## src/rtl/spi_xfer_arbiter.sv

```systemverilog
//------------------------------------------------------------------------------
// spi_xfer_arbiter
//
// Two-requester round-robin arbiter in front of a single SPI master
// (mode 0, MSB first).  A granted requester gets a one-cycle req_ready pulse.
// Its word is shifted out on mosi while miso is shifted in.  The received word
// is returned with a one-cycle rsp_valid pulse to that requester.
//
// Optional feature: define SPI_XFER_ARB_LOCK_EN to enable grant locking.
// In DONE, if req_lock[owner] and req_valid[owner] are both high, the owner
// is re-accepted in the same cycle.  ss_n stays low and arbitration is
// skipped.  Without the macro, req_lock is ignored.
//
// Parameters
//   DATA_WIDTH  bits per transfer (4..32)
//   CLK_DIV     clock cycles per SCK half-period (1..255)
//
// Ports
//   clock, reset          single clock, async active-high reset
//   req_valid[1:0]        per-requester transfer request
//   req_ready[1:0]        one-hot accept pulse to the granted requester
//   req_data              requester i word at [i*DATA_WIDTH +: DATA_WIDTH]
//   req_lock[1:0]         per-requester grant lock (lock build only)
//   rsp_valid[1:0]        one-hot completion pulse to the transfer owner
//   rsp_data              received word, valid while rsp_valid != 0
//   busy                  high whenever the FSM is not in IDLE
//   sck, mosi, ss_n       SPI master outputs
//   miso                  SPI serial input
//------------------------------------------------------------------------------
// state | meaning
// IDLE  | ss_n high, arbitrate pending requests
// SETUP | ss_n low, sck low, MSB presented on mosi for CLK_DIV cycles
// SHIFT | 2*DATA_WIDTH sck half-periods of CLK_DIV cycles each
// HOLD  | sck low, ss_n still low, for CLK_DIV cycles
// DONE  | one cycle, response pulse to the owner
//------------------------------------------------------------------------------
`timescale 1ns/1ps

module spi_xfer_arbiter #(
  parameter int DATA_WIDTH = 8,
  parameter int CLK_DIV    = 2
) (
  input  logic                    clock,
  input  logic                    reset,
  input  logic [1:0]              req_valid,
  output logic [1:0]              req_ready,
  input  logic [2*DATA_WIDTH-1:0] req_data,
  input  logic [1:0]              req_lock,
  output logic [1:0]              rsp_valid,
  output logic [DATA_WIDTH-1:0]   rsp_data,
  output logic                    busy,
  output logic                    sck,
  output logic                    mosi,
  output logic                    ss_n,
  input  logic                    miso
);

  if (DATA_WIDTH < 4 || DATA_WIDTH > 32) begin : g_bad_width
    $error("spi_xfer_arbiter: DATA_WIDTH out of range 4..32");
  end
  if (CLK_DIV < 1 || CLK_DIV > 255) begin : g_bad_div
    $error("spi_xfer_arbiter: CLK_DIV out of range 1..255");
  end

  localparam int HALF_W = $clog2(2*DATA_WIDTH);
  localparam logic [7:0]        DIV_LOAD  = 8'(CLK_DIV - 1);
  localparam logic [HALF_W-1:0] HALF_LOAD = HALF_W'(2*DATA_WIDTH - 1);

  typedef enum logic [2:0] {
    IDLE  = 3'd0,
    SETUP = 3'd1,
    SHIFT = 3'd2,
    HOLD  = 3'd3,
    DONE  = 3'd4
  } state_t;

  state_t                state, state_nxt;
  logic [7:0]            div_cnt, div_nxt;
  logic [HALF_W-1:0]     half_cnt, half_nxt;
  logic [DATA_WIDTH-1:0] tx_sr, tx_nxt;
  logic [DATA_WIDTH-1:0] rx_sr, rx_nxt;
  logic                  owner, owner_nxt;
  logic                  winner;
  logic                  cont;
  logic                  in_xfer;

`ifndef SPI_XFER_ARB_LOCK_EN
  logic unused_lock;
  assign unused_lock = ^req_lock;
`endif

  always_comb begin
    state_nxt = state;
    div_nxt   = div_cnt;
    half_nxt  = half_cnt;
    tx_nxt    = tx_sr;
    rx_nxt    = rx_sr;
    owner_nxt = owner;
    req_ready = 2'b00;
    rsp_valid = 2'b00;
    rsp_data  = '0;
    cont      = 1'b0;
    // owner doubles as the last-granted pointer: on a tie the other one wins
    winner    = (req_valid == 2'b11) ? ~owner : req_valid[1];

    unique case (state)
      IDLE: begin
        if (|req_valid) begin
          req_ready = winner ? 2'b10 : 2'b01;
          owner_nxt = winner;
          tx_nxt    = winner ? req_data[2*DATA_WIDTH-1:DATA_WIDTH] : req_data[DATA_WIDTH-1:0];
          rx_nxt    = '0;
          div_nxt   = DIV_LOAD;
          state_nxt = SETUP;
        end
      end
      SETUP: begin
        if (div_cnt == 8'd0) begin
          // leaving SETUP is the first sck rising edge
          rx_nxt    = {rx_sr[DATA_WIDTH-2:0], miso};
          div_nxt   = DIV_LOAD;
          half_nxt  = HALF_LOAD;
          state_nxt = SHIFT;
        end else begin
          div_nxt = div_cnt - 8'd1;
        end
      end
      SHIFT: begin
        if (div_cnt == 8'd0) begin
          div_nxt = DIV_LOAD;
          if (half_cnt == '0) begin
            state_nxt = HOLD;
          end else begin
            half_nxt = half_cnt - 1'b1;
            // odd count = sck high now, so this boundary is a falling edge
            if (half_cnt[0]) tx_nxt = {tx_sr[DATA_WIDTH-2:0], 1'b0};
            else             rx_nxt = {rx_sr[DATA_WIDTH-2:0], miso};
          end
        end else begin
          div_nxt = div_cnt - 8'd1;
        end
      end
      HOLD: begin
        if (div_cnt == 8'd0) state_nxt = DONE;
        else                 div_nxt   = div_cnt - 8'd1;
      end
      DONE: begin
        rsp_valid = owner ? 2'b10 : 2'b01;
        rsp_data  = rx_sr;
        state_nxt = IDLE;
`ifdef SPI_XFER_ARB_LOCK_EN
        if (req_lock[owner] && req_valid[owner]) begin
          cont      = 1'b1;
          req_ready = rsp_valid;
          tx_nxt    = owner ? req_data[2*DATA_WIDTH-1:DATA_WIDTH] : req_data[DATA_WIDTH-1:0];
          rx_nxt    = '0;
          div_nxt   = DIV_LOAD;
          state_nxt = SETUP;
        end
`endif
      end
      default: state_nxt = IDLE;
    endcase
  end

  always_ff @(posedge clock or posedge reset) begin
    if (reset) begin
      state    <= IDLE;
      div_cnt  <= '0;
      half_cnt <= '0;
      tx_sr    <= '0;
      rx_sr    <= '0;
      owner    <= 1'b1;
    end else begin
      state    <= state_nxt;
      div_cnt  <= div_nxt;
      half_cnt <= half_nxt;
      tx_sr    <= tx_nxt;
      rx_sr    <= rx_nxt;
      owner    <= owner_nxt;
    end
  end

  // Pins decode straight from state so an async reset releases ss_n at once.
  assign in_xfer = (state == SETUP) || (state == SHIFT) || (state == HOLD);
  assign sck     = (state == SHIFT) && half_cnt[0];
  assign mosi    = in_xfer && tx_sr[DATA_WIDTH-1];
  assign ss_n    = !(in_xfer || cont);
  assign busy    = (state != IDLE);

endmodule

```

## config.mk

```make
export PLATFORM = sky130hd
export DESIGN_NAME = spi_xfer_arbiter
export DESIGN_NICKNAME = d
export VERILOG_FILES = /design/src/rtl/spi_xfer_arbiter.sv
export SDC_FILE = /design/constraint.sdc
export NUM_CORES = 1
export LEC_CHECK = 0
export BUFFER_PORTS_ARGS = -buffer_cell sky130_fd_sc_hd__buf_2
export CORE_AREA = 2 2 84 86
export CTS_CLUSTER_DIAMETER = 60
export DETAILED_ROUTE_END_ITERATION = 7
export DIE_AREA = 0 0 86 88
export MAX_ROUTING_LAYER = met4
export PLACE_DENSITY_LB_ADDON = 0.08
export SYNTH_ARGS = -nofsm -noshare
export SYNTH_HDL_FRONTEND = slang
export SYNTH_SLANG_ARGS = --single-unit
```

## constraint.sdc

```tcl
create_clock -name clock -period 6.87 [get_ports clock]
set_clock_uncertainty 0.2 [all_clocks]
set_input_delay 0.687 -clock clock [delete_from_list [all_inputs] [get_ports clock]]
set_output_delay 0.687 -clock clock [all_outputs]
set_load 0.01 [all_outputs]
```

==> flow_results.xml <==
<?xml version="1.0" encoding="UTF-8"?>
<metrics>
  <group name="pwr">
    <metric name="internal-power" unit="uW">558</metric>
    <metric name="power_density" unit="mW/mm^2">401</metric>
    <metric name="combinational_cell_fraction_of_total_power" unit="%">44.2</metric>
    <metric name="power_frac_seq" unit="%">38.7</metric>
    <metric name="power.ir.vdd_worst" unit="mV">0.108</metric>
    <metric name="leakage" unit="uW">0.00106</metric>
    <metric name="switching_power" unit="uW">353</metric>
    <metric name="power.share.clock" unit="%">17.2</metric>
    <metric name="sw_frac_of_total" unit="%">38.7</metric>
  </group>
  <group name="synth">
    <metric name="number_of_warnings_reported_in_the_yosys_synthesis_log" unit="">0</metric>
    <metric name="post-synth-top-count-cell" unit="">dfrtp_1</metric>
    <metric name="largest_cells_by_area_after_synthesis" unit="">dfrtp_1 (40%), mux2i_1 (9.8%), mux2_2 (4.6%)</metric>
    <metric name="ys_seq_elements" unit="">32</metric>
    <metric name="post_synthesis_cell_count" unit="">205</metric>
    <metric name="netlist_top_cells_count" unit="">dfrtp_1 (31), nand2_1 (21), mux2i_1 (19), nor2_1 (18), inv_1 (17)</metric>
    <metric name="post_synth.cell_area_avg" unit="sq um">9.45</metric>
    <metric name="netlist-cell-type-count" unit="">48</metric>
    <metric name="ys_dominant_reg_cell" unit="">dfrtp_1</metric>
    <metric name="synth.top_cell.area_share" unit="%">40.0</metric>
    <metric name="synthDominantAreaCellType" unit="">dfrtp_1</metric>
    <metric name="ys_async_sr_fraction" unit="%">100</metric>
    <metric name="seq_area_frac_synth" unit="%">41.4</metric>
    <metric name="post_synth_instance_area" unit="sq mm">0.00194</metric>
    <metric name="synth.net_count" unit="">231</metric>
    <metric name="synth_enable_flop_cells" unit="">0</metric>
  </group>
  <group name="global_routing">
    <metric name="grt_first_pass_wirelength" unit="microns">7490</metric>
    <metric name="grt_max_degree" unit="">33</metric>
    <metric name="overflow" unit="">0</metric>
    <metric name="globalRouteTotalUtil" unit="%">13.0</metric>
    <metric name="antenna_found_initial" unit="">0</metric>
    <metric name="number_of_global_route_vias_before_repair" unit="">1518</metric>
  </group>
  <group name="final_layout">
    <metric name="n_antenna_cell" unit="">0</metric>
    <metric name="layout.nets" unit="">265</metric>
    <metric name="layout-area-overhead-vs-synth" unit="%">17.1</metric>
    <metric name="share_of_cells_above_drive_strength_1" unit="%">26.8</metric>
  </group>
  <group name="timing">
    <metric name="finalHoldWorstSlack" unit="ns">0.295</metric>
    <metric name="period_share" unit="%">44.1</metric>
    <metric name="timing.final.crit_period" unit="ns">3.03</metric>
    <metric name="grt_setup_unrepaired" unit="">false</metric>
    <metric name="report.final.hold_viol_count" unit="">0</metric>
    <metric name="tightestPinTransition" unit="ns">1.07</metric>
    <metric name="setup-tns-final" unit="ns">0</metric>
    <metric name="maxSlewViolCount" unit="">0</metric>
    <metric name="finalSetupViolCount" unit="">0</metric>
    <metric name="maxSlewHeadroom" unit="%">28.7</metric>
    <metric name="max_freq" unit="GHz">0.330</metric>
  </group>
  <group name="floorplanning">
    <metric name="floorplan.die_area" unit="sq mm">0.00757</metric>
    <metric name="die-width" unit="microns">86</metric>
    <metric name="io_pins" unit="">39</metric>
    <metric name="die_h" unit="microns">88</metric>
    <metric name="rows" unit="">30</metric>
    <metric name="core_region_area" unit="sq mm">0.00664</metric>
    <metric name="floorplan.initialDensity" unit="%">29.2</metric>
  </group>
  <group name="clocking">
    <metric name="cts-htree-levels" unit="">2</metric>
    <metric name="cts.clk_slew.worst_paths" unit="ns">0.07</metric>
    <metric name="tritoncts_num_sinks" unit="">32</metric>
    <metric name="clock_tree.root_cell" unit="">clkbuf_8</metric>
    <metric name="cts_hold_repair.buffers" unit="">0</metric>
    <metric name="cts_buffer_depth" unit="">2</metric>
    <metric name="cts_tree" unit="">done</metric>
    <metric name="post-cts-setup-buffers" unit="">0</metric>
    <metric name="post_cts.resized_instances" unit="">0</metric>
    <metric name="cts-buffers-inserted" unit="">5</metric>
    <metric name="clock_latency" unit="ns">0.28</metric>
  </group>
  <group name="setup_path">
    <metric name="setup.worst_path.class" unit="">flop to output port</metric>
    <metric name="cp_data_arrival_time" unit="ns">2.15</metric>
    <metric name="setup.worst_path.end_class" unit="">output port</metric>
    <metric name="worst-endpoint-required" unit="ns">5.98</metric>
    <metric name="worst-path-max-fanout" unit="">18</metric>
    <metric name="worstSetupStartpointType" unit="">flop</metric>
  </group>
  <group name="routing">
    <metric name="per_cell_via_count_in_the_routed_design" unit="">4.82</metric>
    <metric name="num_vias" unit="">1536</metric>
    <metric name="drt.antenna.violating_nets" unit="">0</metric>
    <metric name="post_detailed_routing_wire_length" unit="microns">4380</metric>
    <metric name="drc" unit="">0</metric>
    <metric name="detailedRoute.firstPassIterationCount" unit="">4</metric>
    <metric name="route.detailed.wl_per_inst" unit="microns">13.7</metric>
    <metric name="drtIter0Drc" unit="">100</metric>
  </group>
  <group name="place">
    <metric name="numPortBuffers" unit="">36</metric>
    <metric name="dp_hpwl" unit="microns">3160</metric>
    <metric name="finalWeightedCongestion" unit="">0.770</metric>
  </group>
  <group name="outcome">
    <metric name="run_status" unit="">completed</metric>
  </group>
  <group name="job">
    <metric name="drv_cap" unit="">0</metric>
  </group>
  <group name="worst_hold_path">
    <metric name="timing.hold.worst.class" unit="">input port to asynchronous set/reset pin</metric>
  </group>
</metrics>
## layout by cell type (no fill, tap or decap), types with 7 or more instances in the layout
| cell | synthesis | layout |
|---|---|---|
| nor2_1 | 18 | 18 |
| dfrtp_1 | 31 | 31 |
| buf_2 | 2 | 36 |
| mux2_2 | 8 | 8 |
| a22oi_1 | 7 | 7 |
| inv_1 | 17 | 17 |
| clkbuf_8 | 1 | 7 |
| o21ai_0 | 10 | 10 |
| mux2i_1 | 19 | 19 |
| nand2_1 | 21 | 21 |
## area by class of cell
class / instances / area (sq um)
Clock buffer: 7 / 96.3
Inverter: 18 / 67.6
Fill cell: 722 / 4370
Tap cell: 80 / 100
Multi-Input combinational cell: 145 / 1020
Timing Repair Buffer: 37 / 188
Sequential cell: 32 / 802
## stage by stage
step           cells  util [%]  worst slack (ns)  power (uW)  cell area [sq um]
2_1_floorplan    205         -              4.42         670               1940
4_1_cts          319      34.2              3.81         929               2270
6_report         319      34.2              3.84         911               2270
3_3_place_gp     312      32.7              3.84         762               2170
5_1_grt          319      34.2              3.56        1000               2270
3_5_place_dp     312      32.7              3.86         766               2170
## state kept, by name (all words and copies together), names as in the netlist
register,cells
div_cnt,8
rx_sr,8
tx_sr,8
half_cnt,4
state,3
owner,1
## cell families (layout without fill, tap and decap cells)
kind of cell	count (synthesis)	in the layout	synth area share, %
buf+inv	28	62	6.46
fa+ha+maj	3	3	1.94
simple gates	76	76	20.7
xor+xnor	1	1	0.452
compound gates	38	38	14.6
mux	27	27	14.5
flops	32	32	41.4
## worst paths after layout
path,startpoint,end,slack [ns],depth (start not counted)
max in group asynchronous,reset,owner,5.84,3
setup / recovery,state[1],sck,3.84,4
min in group clock,tx_sr[7],tx_sr[7],0.30,1
setup reg to reg,state[1],tx_sr[6],4.10,4
hold reg to reg,tx_sr[7],tx_sr[7],0.30,1
hold / removal,reset,div_cnt[5],0.29,3
## worst max-delay path: stages (launching register included)
cell     delay (ns)
dfrtp_1        0.59
nor3b_2        0.85
nand2_1        0.19
inv_1          0.11
buf_2          0.13
## power by group through the flow
stage          clock [uW]  sequential (uW)  combinational, uW
2_1_floorplan           0              322                348
3_3_place_gp            0              355                407
3_5_place_dp            0              354                412
4_1_cts               165              352                412
5_1_grt               172              368                460
6_report              156              352                402
## metal layers
layer	up-vias	part of all wire, %	global-route usage, %
met5	-	0	-
li1	794	-	-
met1	699	51	17.4
met3	5	4.2	3.02
met4	0	1.1	3.90
met2	38	44	19.6
Power figures use the tool's default switching activity.
